## src/rtl/proc_run_controller_if.sv

```systemverilog
// Board-side signal bundle for proc_run_controller: raw keys in, debounced keys
// and processor run-control outputs back.
interface proc_run_controller_if;
  logic [3:0] key_in;
  logic [3:0] key_out;
  logic       proc_reset_out;
  logic       proc_clk_en;
  logic       halted;
  logic [1:0] state_out;

  modport master (
    output key_in,
    input  key_out, proc_reset_out, proc_clk_en, halted, state_out
  );

  modport slave (
    input  key_in,
    output key_out, proc_reset_out, proc_clk_en, halted, state_out
  );
endinterface

```

## src/rtl/proc_run_controller.sv

```systemverilog
// Key debouncer plus BOOT/RUN/HALT/STEP run-control FSM for a soft processor.
// Define RUNCTL_SINGLE_STEP_EN to enable single-stepping from HALT via KEY[1].
module proc_run_controller #(
  parameter int DEBOUNCE_CYCLES   = 50000,
  parameter int RESET_HOLD_CYCLES = 16
) (
  input logic                  clk,
  input logic                  reset,
  proc_run_controller_if.slave bus
);

  localparam int CNT_W  = (DEBOUNCE_CYCLES > 1) ? $clog2(DEBOUNCE_CYCLES) : 1;
  localparam int HOLD_W = (RESET_HOLD_CYCLES > 1) ? $clog2(RESET_HOLD_CYCLES) : 1;
  localparam logic [CNT_W-1:0]  CNT_MAX  = CNT_W'(DEBOUNCE_CYCLES - 1);
  localparam logic [HOLD_W-1:0] HOLD_MAX = HOLD_W'(RESET_HOLD_CYCLES - 1);

  typedef enum logic [1:0] {
    BOOT = 2'b00,
    RUN  = 2'b01,
    HALT = 2'b10,
    STEP = 2'b11
  } state_t;

  logic [3:0]       sync_p0;
  logic [3:0]       sync_p1;
  logic [3:0]       deb;
  logic [3:0]       press;
  logic [CNT_W-1:0] cnt [4];

  state_t            state;
  state_t            state_next;
  logic [HOLD_W-1:0] hold;
  logic [HOLD_W-1:0] hold_next;

  logic ev_boot;
  logic ev_toggle;
`ifdef RUNCTL_SINGLE_STEP_EN
  logic ev_step;
`endif

  // Synchronize, debounce, and register a one-cycle pulse on each 1->0 accept
  always_ff @(posedge clk or posedge reset) begin
    if (reset) begin
      sync_p0 <= '1;
      sync_p1 <= '1;
      deb     <= '1;
      press   <= '0;
      for (int k = 0; k < 4; k++) cnt[k] <= '0;
    end else begin
      sync_p0 <= bus.key_in;
      sync_p1 <= sync_p0;
      for (int k = 0; k < 4; k++) begin
        press[k] <= 1'b0;
        if (sync_p1[k] != deb[k]) begin
          if (cnt[k] == CNT_MAX) begin
            deb[k]   <= sync_p1[k];
            cnt[k]   <= '0;
            press[k] <= ~sync_p1[k];
          end else begin
            cnt[k] <= cnt[k] + 1'b1;
          end
        end else begin
          cnt[k] <= '0;
        end
      end
    end
  end

  // Priority decode of the registered pulses: KEY[3] > KEY[0] > KEY[1]; KEY[2] never acts
  always_comb begin
    ev_boot   = 1'b0;
    ev_toggle = 1'b0;
`ifdef RUNCTL_SINGLE_STEP_EN
    ev_step   = 1'b0;
`endif
    casez (press)
      4'b1???: ev_boot   = 1'b1;
      4'b0??1: ev_toggle = 1'b1;
`ifdef RUNCTL_SINGLE_STEP_EN
      4'b0?10: ev_step   = 1'b1;
`endif
      default: ;
    endcase
  end

  always_ff @(posedge clk or posedge reset) begin
    if (reset) begin
      state <= BOOT;
      hold  <= '0;
    end else begin
      state <= state_next;
      hold  <= hold_next;
    end
  end

  always_comb begin
    state_next = state;
    hold_next  = '0;
    if (ev_boot) begin
      state_next = BOOT;
    end else begin
      unique case (state)
        BOOT: begin
          if (hold == HOLD_MAX) state_next = RUN;
          else                  hold_next  = hold + 1'b1;
        end
        RUN:  if (ev_toggle) state_next = HALT;
        HALT: begin
          if (ev_toggle) state_next = RUN;
`ifdef RUNCTL_SINGLE_STEP_EN
          else if (ev_step) state_next = STEP;
`endif
        end
        STEP: state_next = HALT;
      endcase
    end
  end

  // Outputs decode only registered state so reset reaches them without a clock
  assign bus.key_out        = deb;
  assign bus.state_out      = state;
  assign bus.proc_reset_out = (state == BOOT);
  assign bus.proc_clk_en    = (state == RUN) || (state == STEP);
  assign bus.halted         = (state == HALT);

endmodule
```

## src/flat_wrapper.sv

```systemverilog
// flat-port wrapper written by rule: the top's interface ports become plain ports
module proc_run_controller_flat 
#(
  parameter int DEBOUNCE_CYCLES   = 50000,
  parameter int RESET_HOLD_CYCLES = 16
)
  (clk, reset, bus_key_in, bus_key_out, bus_proc_reset_out, bus_proc_clk_en, bus_halted, bus_state_out);
  proc_run_controller_if bus_i ();
  input logic clk;
  input logic reset;
  input wire logic [$bits(bus_i.key_in)-1:0] bus_key_in;
  output wire logic [$bits(bus_i.key_out)-1:0] bus_key_out;
  output wire logic [$bits(bus_i.proc_reset_out)-1:0] bus_proc_reset_out;
  output wire logic [$bits(bus_i.proc_clk_en)-1:0] bus_proc_clk_en;
  output wire logic [$bits(bus_i.halted)-1:0] bus_halted;
  output wire logic [$bits(bus_i.state_out)-1:0] bus_state_out;
  assign bus_i.key_in = bus_key_in;
  assign bus_key_out = bus_i.key_out;
  assign bus_proc_reset_out = bus_i.proc_reset_out;
  assign bus_proc_clk_en = bus_i.proc_clk_en;
  assign bus_halted = bus_i.halted;
  assign bus_state_out = bus_i.state_out;
  proc_run_controller #(.DEBOUNCE_CYCLES(DEBOUNCE_CYCLES), .RESET_HOLD_CYCLES(RESET_HOLD_CYCLES)) u_core (.clk(clk), .reset(reset), .bus(bus_i));
endmodule
```

## config.mk

```make
export PLATFORM = sky130hd
export DESIGN_NAME = proc_run_controller_flat
export DESIGN_NICKNAME = d
export VERILOG_FILES = /design/src/rtl/proc_run_controller_if.sv /design/src/rtl/proc_run_controller.sv /design/src/flat_wrapper.sv
export SDC_FILE = /design/constraint.sdc
export NUM_CORES = 1
export LEC_CHECK = 0
export ABC_CLOCK_PERIOD_IN_PS = 3400
export BUFFER_PORTS_ARGS = -buffer_cell sky130_fd_sc_hd__clkbuf_2
export CAP_MARGIN = 15
export CORE_MARGIN = 8
export CORE_UTILIZATION = 60
export CTS_BUF_LIST = sky130_fd_sc_hd__clkbuf_8
export CTS_CLUSTER_SIZE = 14
export DETAILED_ROUTE_END_ITERATION = 8
export GPL_TIMING_DRIVEN = 0
export MAX_ROUTING_LAYER = met4
export PLACE_DENSITY = 0.9
export SKIP_LAST_GASP = 1
export SYNTH_ARGS = -nofsm -noshare
export SYNTH_HDL_FRONTEND = slang
export SYNTH_SLANG_ARGS = --single-unit
```

## constraint.sdc

```tcl
create_clock -name clk -period 3.4 [get_ports clk]
set_input_delay 0.34 -clock clk [delete_from_list [all_inputs] [get_ports clk]]
set_output_delay 0.34 -clock clk [all_outputs]
set_load 0.1 [all_outputs]
```

# Yosys cells after proc, flatten, opt, wreduce, memory -nomap -nowiden
# Cells that the tools add are included.
# word_totals
register_bits,86
latchBits,0
mem_bits_rw,0
rom_bits,0
inputBits,6
out_inout_bits,9
word_cells,71
mem_count,0
# classes
add_sub_neg,5
multipliers,0
n_div,0
order_cmp,0
eq_ne,16
shift,0
muxes,26
n_bitwise,4
n_reduce_logical,7
# ops
cell,n
$mux 16,8
$add 16x1->16 const B,4
$eq 16x16->1 const B,4
$mux 4,3
$mux 1,10
$ne 3x1->1 const B,3
$mux 2,4
$pmux 2 s4,1
$reduce_and 2->1,4
$add 4x1->4 const B,1
$eq 2x1->1 const B,2
$eq 2x2->1 const B,2
$eq 4x4->1 const B,1
$ne 1x1->1,4
$not 1->1,4
$reduce_and 3->1,1
$logic_not 2->1,1
$logic_or 1x1->1,1

# Longest topological paths before layout
# depth
word_depth,5
ltp_mapped,6
depth_no_buf,5

# Least setup slack after synthesis
# OpenSTA, ideal clock, no wires.
# synth_timing
path_type,register to output
start,register u_core.state[1] (netlist: u_core.bus.state_out[1])
end,output bus_halted
arrival_time_ps,2390
t_required_ps,3060
path_slack_ps,670
path_stages_with_launch,2
n_path_buf,0
cell_sequence,dfrtp_1 nor2b_1
# synth_between
elab_chain_cells,1
# synth_rtl
item,line_no,rtl
from (decl),proc_run_controller.sv:30,state_t state;
from (signal assigned),proc_run_controller.sv:91,state <= state_next;
$eq 2x2->1,proc_run_controller.sv:124,assign bus.halted = (state == HALT);
to (decl),flat_wrapper.sv:15,output wire logic [$bits(bus_i.halted)-1:0] bus_halted;
# Every way passes these cells.

# Final worst setup path
# layout_timing
start,register u_core.cnt[48] (netlist bit)
end,register u_core.cnt[59] (netlist bit)
# layout_between
elab_chain_cells,3
elab_cells_between_ends,4
classes_between,add/sub: 1; eq/ne: 1; mux: 2
# layout_rtl
item,line_no,rtl
from (decl),proc_run_controller.sv:28,logic [CNT_W-1:0] cnt [4];
"from (signal, indexed assignment)",proc_run_controller.sv:60,cnt[k] <= cnt[k] + 1'b1;
$add 16x1->16 / $eq 16x16->1 (equally long branches),"proc_run_controller.sv:60, proc_run_controller.sv:55",
$mux 16 *,proc_run_controller.sv:55,if (cnt[k] == CNT_MAX) begin
$mux 16 *,proc_run_controller.sv:54,if (sync_p1[k] != deb[k]) begin
# Mark *: on every way between the ends. The rest lies on a longest branch, timed or not.
# A chain may end at the register's enable or synchronous reset.

==> run metrics <==
max-cap violation count 0; Antenna diodes 0; Critical Path RT 3.62 ns; Vias/cell 5.797; VDD IR max 0.0002756 V; Yosys warnings 0; final hold slack 0.05990 ns; Worst Tran Pin Value 0.5482 ns; All-Layer GR Usage 18.09%; P_int 1.481 mW; die area 0.009228 mm2; gp weighted congestion 0.8431; I/O pins 15; DRC errors left 0; TritonRoute pass-1 iters 4; clock slew at reported path FFs 0.09 ns; Hold Violations, Final 0; largest net degree at the start of global routing 74; Root Driver clkbuf_8; Place WS 1.481 ns; Post-DP HPWL 4752 um; Clock Power Share 42.5%; Fill cells 454; Worst Setup Path Type reg2reg; post-cts sizing count 0; FF+latch count, synth 84; core area 0.006277 mm2; cell leakage power 1.748 nW; Post-CTS Setup Bufs 0; Num CTS Buffers 9; Net Switching 0.4249 mW; synthesized cell area 0.003846 mm2; Comb pwr share 3.3%; Post-CTS Hold Buffers 1; total chip power 1.905 mW; crit start category register; CTS tree yes; area delta synth->final 11.42%; run status completed; Starting Density 61.27%; Setup Skew 0.008615 ns; Final period util 57.82%; final wirelength 7258 um; Core Util, Final 68.27%; Worst Setup End Kind register; crit path DAT 2.19 ns; first-pass GRT wire length 12690 um; Cells after DPL 455; final setup violation count 0; final antenna-violating net count 0; WL per Instance 15.38 um; die width 96.07 um; post-synthesis sequential area ratio 55.04%; count of different cell masters after synthesis 30; Slew Viols, Final 0; via count 2736; final net count 401; syn_nets 374; RSZ-0062 raised after global routing false; die span in y 96.07 um; initial detailed-routing violation count 100; CTS H-Tree Depth 3; Rows 29; setup ws final 1.434 ns; clock latency on the worst-skew pair 0.35 ns; total congestion overflow 0; Synth Flop Type dfrtp_1; power share of the sequential group 54.3%; critical path peak fanout 10; Cells after Synth 363; deepest clock path buffer count 2; Slew HR 63.61%; PortBufs 14; PwrDens 444.7 mW/mm2; Post-synth EDFFs 0; setup_tns 0 ns; fraction of registers with async set/reset 100.0%; Final min period 1.966 ns; Sw Ratio 22.30%; hold crit path type in2reg; syn avg cell area 10.60 um2; vias in the first global route 2881; final cell count without fillers 472; fmax 508.7 MHz; initial antenna violation count 0; Area after DPL 0.004043 mm2; post-route cell area 0.004285 mm2; share of layout cells above drive strength 1 14.18%; Sinks on Clock Net 84
## critical path: stages (launching register included)
cell and delay, ns:
dfrtp_1 0.40, ha_1 0.24, and4_1 0.23, nand4_1 0.19
nand2_1 0.25, clkbuf_1 0.41, nor2_1 0.11
## path summary, 6_finish.rpt
kind / start / end / slack, ns / cells past startpoint
max: u_core.cnt[48] / u_core.cnt[59] / 1.43 / 6
min in group asynchronous: reset / u_core.cnt[47] / 0.42 / 3
min: bus_key_in[0] / u_core.sync_p0[0] / 0.06 / 1
max reg2reg: u_core.cnt[48] / u_core.cnt[59] / 1.43 / 6
max in group asynchronous: reset / u_core.bus.key_out[2] / 2.35 / 4
min reg2reg: u_core.sync_p0[3] / u_core.sync_p1[3] / 0.36 / 0
## cells in the final DEF (no fill, tap or decap), types with 2 or more instances in the layout
cell type,synthesis,routed
and2_1,2,2
and3_1,5,5
bufinv_16,0,2
clkbuf_1,4,4
clkbuf_2,0,14
clkbuf_8,0,10
clkinvlp_4,0,2
dfrtp_1,72,72
dfstp_2,12,12
ha_1,5,5
inv_1,11,10
mux2_2,4,4
nand2_1,15,15
nand3_1,25,25
nand4_1,18,18
nor2_1,73,73
nor2b_1,2,2
nor3_1,16,16
nor3b_1,2,2
nor4_1,17,17
nor4b_1,2,2
nor4bb_1,6,6
xnor2_1,48,48
xor2_1,14,14
## power by group through the flow
| stage | Combinational, mW | Sequential (mW) | Clock [mW] |
|---|---|---|---|
| CTS | 0.0639 | 1.03 | 0.822 |
| detailed placement | 0.0621 | 1.05 | 0 |
| floorplan | 0.0424 | 1.05 | 0 |
| global route | 0.0723 | 1.04 | 0.864 |
| global placement | 0.0554 | 1.05 | 0 |
| finish | 0.0621 | 1.03 | 0.809 |
## state kept, by name (all words and copies together), names as in the netlist
signal,count
u_core.bus.key_out,4
u_core.bus.state_out,2
u_core.cnt,64
u_core.hold,4
u_core.press,2
u_core.sync_p0,4
u_core.sync_p1,4
## kinds of logic after synthesis
logic type                 Yosys count  share of synthesized area, %
xor gates and xnor gates            62                         14.12
buffers and inverters               16                         1.594
DFF                                 84                         55.04
muxes                                5                         1.561
AOI/OAI and AO/OA                    2                        0.9110
and+or+nand+nor                    189                         25.15
adders and majority gates            5                         1.627
## final cells by class
cell class                      count  area (um2)  share of cell area (%)
Sequential cell                    84        2117                   49.40
Multi-Input combinational cell    263        1668                   38.92
Clock buffer                       10       137.6                   3.212
Timing Repair Buffer               16       107.6                   2.511
Tap cell                           77       96.34                   2.248
Clock inverter                      6       95.09                   2.219
Inverter                           11       43.79                   1.022
Buffer                              5       20.02                  0.4672
## cells in the mapped netlist, types with 6 or more instances
master / number / area [um2]
nor4_1: 17 / 106.4
nor2_1: 73 / 274.0
dfstp_2: 12 / 315.3
nor4bb_1: 6 / 60.06
inv_1: 11 / 41.29
xnor2_1: 48 / 420.4
nand4_1: 18 / 112.6
dfrtp_1: 72 / 1802
nor3_1: 16 / 80.08
nand2_1: 15 / 56.30
xor2_1: 14 / 122.6
nand3_1: 25 / 125.1
## per-layer routing
layer	vias to the layer above	track usage, %	part of all wire, %
met1	1354	20.60	43
met3	15	2.808	3.0
met5	-	-	0
met2	64	29.28	51
met4	0	11.40	2.4
li1	1303	-	-
(Power assumes the default switching activity.)
